<file path="src/rtl/mem_ctrl_if.sv">
// Command/response bus for mem_ctrl.
// Command channel: cmd_valid/cmd_ready handshake carrying cmd_we, cmd_addr,
// cmd_data and cmd_len (beats minus one).
// Response channel: rsp_valid/rsp_ready handshake carrying rsp_data and rsp_addr.
// master: the command issuer and response consumer. slave: the controller.
interface mem_ctrl_if #(
  parameter int unsigned N = 5
);
  logic         cmd_valid;
  logic         cmd_ready;
  logic         cmd_we;
  logic [N-1:0] cmd_addr;
  logic [N-1:0] cmd_data;
  logic [N-1:0] cmd_len;
  logic         rsp_valid;
  logic         rsp_ready;
  logic [N-1:0] rsp_data;
  logic [N-1:0] rsp_addr;

  modport master (
    output cmd_valid, cmd_we, cmd_addr, cmd_data, cmd_len, rsp_ready,
    input  cmd_ready, rsp_valid, rsp_data, rsp_addr
  );

  modport slave (
    input  cmd_valid, cmd_we, cmd_addr, cmd_data, cmd_len, rsp_ready,
    output cmd_ready, rsp_valid, rsp_data, rsp_addr
  );
endinterface

</file>
<file path="src/rtl/mem_ctrl.sv">
// Command sequencer in front of a 2**N-word register memory.
// Accepts single/burst read and write commands, walks consecutive addresses
// with wrap-around, and returns read data over a valid/ready response channel.
// Ports:
//   clk, rst         clock, asynchronous active-high reset
//   bus (slave)      cmd_* command channel, rsp_* response channel
//   busy             high whenever the FSM is not IDLE
//   mem_we/mem_addr/mem_wdata  drive the memory
//   mem_rdata        registered read data from the memory
// Optional: define MEMCTRL_STATS_EN to add saturating wr_beats/rd_beats counters.
module mem_ctrl #(
  parameter int unsigned N = 5
) (
  input  logic         clk,
  input  logic         rst,
  mem_ctrl_if.slave    bus,
  output logic         busy,
  output logic         mem_we,
  output logic [N-1:0] mem_addr,
  output logic [N-1:0] mem_wdata,
  input  logic [N-1:0] mem_rdata
`ifdef MEMCTRL_STATS_EN
  ,
  output logic [15:0]  wr_beats,
  output logic [15:0]  rd_beats
`endif
);

  typedef enum logic [1:0] {IDLE, WRITE, READ, RESP} state_t;

  state_t       state;
  logic [N-1:0] cur_addr;
  logic [N-1:0] cnt;
  logic [N-1:0] next_addr;

  assign next_addr = cur_addr + N'(1);

  // Memory output is registered and held stable while mem_addr is held in RESP.
  assign bus.rsp_data = mem_rdata;

  // Sequencer FSM; mem_wdata doubles as the latched burst data word.
  always_ff @(posedge clk or posedge rst) begin
    if (rst) begin
      state         <= IDLE;
      bus.cmd_ready <= 1'b1;
      busy          <= 1'b0;
      bus.rsp_valid <= 1'b0;
      bus.rsp_addr  <= '0;
      mem_we        <= 1'b0;
      mem_addr      <= '0;
      mem_wdata     <= '0;
      cur_addr      <= '0;
      cnt           <= '0;
    end else begin
      case (state)
        IDLE: begin
          if (bus.cmd_valid && bus.cmd_ready) begin
            cur_addr      <= bus.cmd_addr;
            cnt           <= bus.cmd_len;
            mem_addr      <= bus.cmd_addr;
            bus.cmd_ready <= 1'b0;
            busy          <= 1'b1;
            if (bus.cmd_we) begin
              state     <= WRITE;
              mem_we    <= 1'b1;
              mem_wdata <= bus.cmd_data;
            end else begin
              state <= READ;
            end
          end
        end

        WRITE: begin
          if (cnt == '0) begin
            state         <= IDLE;
            mem_we        <= 1'b0;
            bus.cmd_ready <= 1'b1;
            busy          <= 1'b0;
          end else begin
            cnt      <= cnt - N'(1);
            cur_addr <= next_addr;
            mem_addr <= next_addr;
          end
        end

        // Memory captures mem[cur_addr] at the end of this cycle.
        READ: begin
          state         <= RESP;
          bus.rsp_valid <= 1'b1;
          bus.rsp_addr  <= cur_addr;
        end

        RESP: begin
          if (bus.rsp_ready) begin
            bus.rsp_valid <= 1'b0;
            if (cnt == '0) begin
              state         <= IDLE;
              bus.cmd_ready <= 1'b1;
              busy          <= 1'b0;
            end else begin
              state    <= READ;
              cnt      <= cnt - N'(1);
              cur_addr <= next_addr;
              mem_addr <= next_addr;
            end
          end
        end

        default: begin
          state         <= IDLE;
          bus.cmd_ready <= 1'b1;
          busy          <= 1'b0;
          bus.rsp_valid <= 1'b0;
          mem_we        <= 1'b0;
        end
      endcase
    end
  end

`ifdef MEMCTRL_STATS_EN
  // Saturating beat counters.
  always_ff @(posedge clk or posedge rst) begin
    if (rst) begin
      wr_beats <= '0;
      rd_beats <= '0;
    end else begin
      if (state == WRITE && wr_beats != 16'hFFFF) wr_beats <= wr_beats + 16'd1;
      if (bus.rsp_valid && bus.rsp_ready && rd_beats != 16'hFFFF) rd_beats <= rd_beats + 16'd1;
    end
  end
`endif

endmodule

</file>
<file path="src/flat_wrapper.sv">
// flat-port wrapper written by rule: the top's interface ports become plain ports
module mem_ctrl_flat 
#(
  parameter int unsigned N = 5
)
  (clk, rst, busy, mem_we, mem_addr, mem_wdata, mem_rdata, bus_cmd_valid, bus_cmd_we, bus_cmd_addr, bus_cmd_data, bus_cmd_len, bus_rsp_ready, bus_cmd_ready, bus_rsp_valid, bus_rsp_data, bus_rsp_addr);
  mem_ctrl_if #(.N(N)) bus_i ();
  input  logic clk;
  input  logic rst;
  output logic busy;
  output logic mem_we;
  output logic [N-1:0] mem_addr;
  output logic [N-1:0] mem_wdata;
  input  logic [N-1:0] mem_rdata;
  input wire logic [$bits(bus_i.cmd_valid)-1:0] bus_cmd_valid;
  input wire logic [$bits(bus_i.cmd_we)-1:0] bus_cmd_we;
  input wire logic [$bits(bus_i.cmd_addr)-1:0] bus_cmd_addr;
  input wire logic [$bits(bus_i.cmd_data)-1:0] bus_cmd_data;
  input wire logic [$bits(bus_i.cmd_len)-1:0] bus_cmd_len;
  input wire logic [$bits(bus_i.rsp_ready)-1:0] bus_rsp_ready;
  output wire logic [$bits(bus_i.cmd_ready)-1:0] bus_cmd_ready;
  output wire logic [$bits(bus_i.rsp_valid)-1:0] bus_rsp_valid;
  output wire logic [$bits(bus_i.rsp_data)-1:0] bus_rsp_data;
  output wire logic [$bits(bus_i.rsp_addr)-1:0] bus_rsp_addr;
  assign bus_i.cmd_valid = bus_cmd_valid;
  assign bus_i.cmd_we = bus_cmd_we;
  assign bus_i.cmd_addr = bus_cmd_addr;
  assign bus_i.cmd_data = bus_cmd_data;
  assign bus_i.cmd_len = bus_cmd_len;
  assign bus_i.rsp_ready = bus_rsp_ready;
  assign bus_cmd_ready = bus_i.cmd_ready;
  assign bus_rsp_valid = bus_i.rsp_valid;
  assign bus_rsp_data = bus_i.rsp_data;
  assign bus_rsp_addr = bus_i.rsp_addr;
  mem_ctrl #(.N(N)) u_core (.clk(clk), .rst(rst), .bus(bus_i), .busy(busy), .mem_we(mem_we), .mem_addr(mem_addr), .mem_wdata(mem_wdata), .mem_rdata(mem_rdata));
endmodule
</file>
<file path="config.mk">
export PLATFORM = sky130hd
export DESIGN_NAME = mem_ctrl_flat
export DESIGN_NICKNAME = d
export VERILOG_FILES = /design/src/rtl/mem_ctrl_if.sv /design/src/rtl/mem_ctrl.sv /design/src/flat_wrapper.sv
export SDC_FILE = /design/constraint.sdc
export NUM_CORES = 1
export LEC_CHECK = 0
export ABC_CLOCK_PERIOD_IN_PS = 4600
export BUFFER_PORTS_ARGS = -buffer_cell sky130_fd_sc_hd__clkbuf_2
export CAP_MARGIN = 25
export CELL_PAD_IN_SITES_DETAIL_PLACEMENT = 0
export CELL_PAD_IN_SITES_GLOBAL_PLACEMENT = 1
export CORE_MARGIN = 5
export CORE_UTILIZATION = 38
export DETAILED_ROUTE_END_ITERATION = 6
export PLACE_DENSITY_LB_ADDON = 0.15
export SLEW_MARGIN = 20
export SYNTH_ARGS = -nofsm -noshare
export SYNTH_HDL_FRONTEND = slang
export SYNTH_SLANG_ARGS = --single-unit
</file>
<file path="constraint.sdc">
create_clock -name clk -period 4.6 [get_ports clk]
set_clock_uncertainty 0.2 [all_clocks]
set_input_delay 0.46 -clock clk [delete_from_list [all_inputs] [get_ports clk]]
set_output_delay 0.46 -clock clk [all_outputs]
set_load 0.005 [all_outputs]
</file>
==> reports/qor.yml <==
run_status:
  status: "finished clean"
synthesis:
  synth_cells: 129
  async_reset_ff_frac: 1.00
  synth_ff_type: "dfrtp_1"
  synth_cell_types: 30
  ys_warn_count: 0
  syn-num-nets: 156
  yosysSeqAreaShare: 0.502
  synth_edf_count: 0
  syn_avg_cell_area_um2: 10.1
  synth_area_leaders: "dfrtp_1 (48%), mux2_2 (8.7%), o21ai_0 (4.2%), nand2_1 (3.8%), a21oi_1 (3.1%)"
  ys_ff_latch: 26
  yosysMostFrequentCell: "dfrtp_1"
  yosysTopAreaCell: "dfrtp_1"
  synth_top_area_frac: 0.482
  synth_commonest_cells: "dfrtp_1 (25), nand2_1 (13), o21ai_0 (11), mux2_2 (10), nor2_1 (10)"
  mappedNetlistArea_mm2: 0.00130
setup_path:
  crit_arrival_ns: 2.14
  critPathLaunchType: "flop"
  required_ns: 4.60
  endpoint_kind: "flop"
  cp_max_fo: 5
  ff2ff_setup_slack_ns: 2.46
  path_class: "flop to flop"
timing:
  timing.final.crit_period_ns: 2.14
  max_slew_margin: 0.560
  setup_tns_ns: 0
  grt_setup_unrepaired: "false"
  fmax_ghz: 0.467
  worst_pin_slew_ns: 0.650
  setup_viol: 0
  min_period_over_period: 0.466
  hold_violations: 0
  setup_ws_ns: 2.46
  holdWs_ns: 0.157
  maxSlewViolCount: 0
cts:
  clock_latency_ns: 0.32
  cts.clk_slew.worst_paths_ns: 0.14
  h-tree-depth: 1
  post_cts.repair.setup_buffers: 0
  cts_buffers: 3
  cts_sinks: 26
  cts_root_buf: "clkbuf_4"
  cts_tree: "done"
  clk_path_buf_depth: 2
floorplanning:
  dieWidth_um: 68.4
  ioPinCount: 49
  rows: 21
  start_util: 0.392
  dieArea_mm2: 0.00468
  fp.coreArea_mm2: 0.00331
  die_h_um: 68.4
grt:
  grt_max_degree: 27
  grt_pass1_wl_um: 4890
  first_global_vias: 1094
  grt_use_total: 0.138
  antenna_found_initial: 0
  grt_overflow: 0
placed_design:
  portBuffers: 38
  place_congestion: 0.711
  pre_cts_ws_ns: 2.45
  dpl.hpwl_um: 2160
  place_area_mm2: 0.00147
finish:
  diodes: 0
  design_area_mm2: 0.00153
  area_growth_pct: 17.9
  drive_gt1_frac: 0.356
  fin_nets: 188
drt:
  via_per_inst: 4.93
  drt-total-wl_um: 2820
  vias: 1015
  wl_per_cell_um: 13.7
  drtIter0Drc: 21
  ant_nets: 0
  drtPass1Iterations: 4
  drcViolationCount: 0
power:
  peakVddDrop_mv: 0.118
  p_per_area_mw_per_mm2: 262
  p_total_mw: 0.402
  p_leak_nw: 0.754
run:
  max_cap_violations: 0
worst_hold_path:
  hold_class: "input port to flop"
[layout by cell type, fill, tap and decap left out, drive strengths merged, types with 3 or more instances in the layout]
cell type and n:
clkbuf 41, dfrtp 25, nand2 13, o21ai 11, nor2 11, mux2 10, a21oi 9, inv 8
a31oi 4, o22a 3, a2bb2oi 3
[worst paths after layout]
path / startpoint / end / cells past startpoint
max: u_core.cnt[0] / u_core.cnt[3] / 6
min: bus_cmd_len[4] / u_core.cnt[4] / 3
max reg2reg: u_core.cnt[0] / u_core.cnt[3] / 6
min reg2reg: u_core.bus.rsp_valid / u_core.bus.rsp_valid / 2
max in group asynchronous: rst / u_core.bus.cmd_ready / 3
min in group asynchronous: rst / u_core.bus.rsp_addr[4] / 3
[metal layers]
| layer | GRT usage | vias to the layer above | wire [um] |
|---|---|---|---|
| met3 | 0.0296 | 4 | 244 |
| met5 | 0 | - | 0 |
| li1 | - | 515 | - |
| met1 | 0.173 | 467 | 1270 |
| met4 | 0.0571 | 0 | 25 |
| met2 | 0.229 | 29 | 1280 |
[flip-flops by register name, summed over array words and instances, names as in the netlist]
name	flops
u_core.mem_addr	5
u_core.bus.rsp_addr	5
u_core.state	2
u_core.busy	1
u_core.mem_we	1
u_core.bus.cmd_ready	1
u_core.mem_wdata	5
u_core.bus.rsp_valid	1
u_core.cnt	5
[critical path: stages (launching register included)]
cell and delay [ns]:
dfrtp_1 0.43, inv_1 0.07, ha_1 0.21, nor4b_1 0.56, nor2_1 0.21, a32oi_1 0.24
o21ai_0 0.10
[report_power, final]
group	internal (mW)	leakage (nW)	total, mW	switching, mW
clock network	0.0881	0.0279	0.155	0.0673
logic	0.00821	0.377	0.0176	0.00942
registers	0.229	0.349	0.229	0
[through the flow]
step | utilization | std cells
after CTS | 0.459 | 205
after global placement | 0.443 | 201
final | 0.462 | 206
after floorplan | - | 129
after detailed placement | 0.443 | 201
after global routing | 0.462 | 206
[cells by family after synthesis]
kind of cell               Yosys count  share of synthesized area
muxes                               10                     0.0868
buffers and inverters               20                     0.0829
AOI/OAI and AO/OA                   39                      0.193
adders and majority gates            2                     0.0193
and+or+nand+nor                     32                      0.116
DFF                                 26                      0.502
[cell type report]
class	instances	area, um^2
clock inverter	1	30.0
clock buffer	3	22.5
fill	346	1780
multi-input combinational	83	538
sequential	26	652
timing repair buffer	39	200
tap	46	57.6
inverter	8	30.0
[what timing repair did]
item	4_1_cts	5_1_grt
gates resized for setup	0	0
hold buffers	0	1
endpoints found under the hold margin	0	25
(Power assumes the default switching activity.)
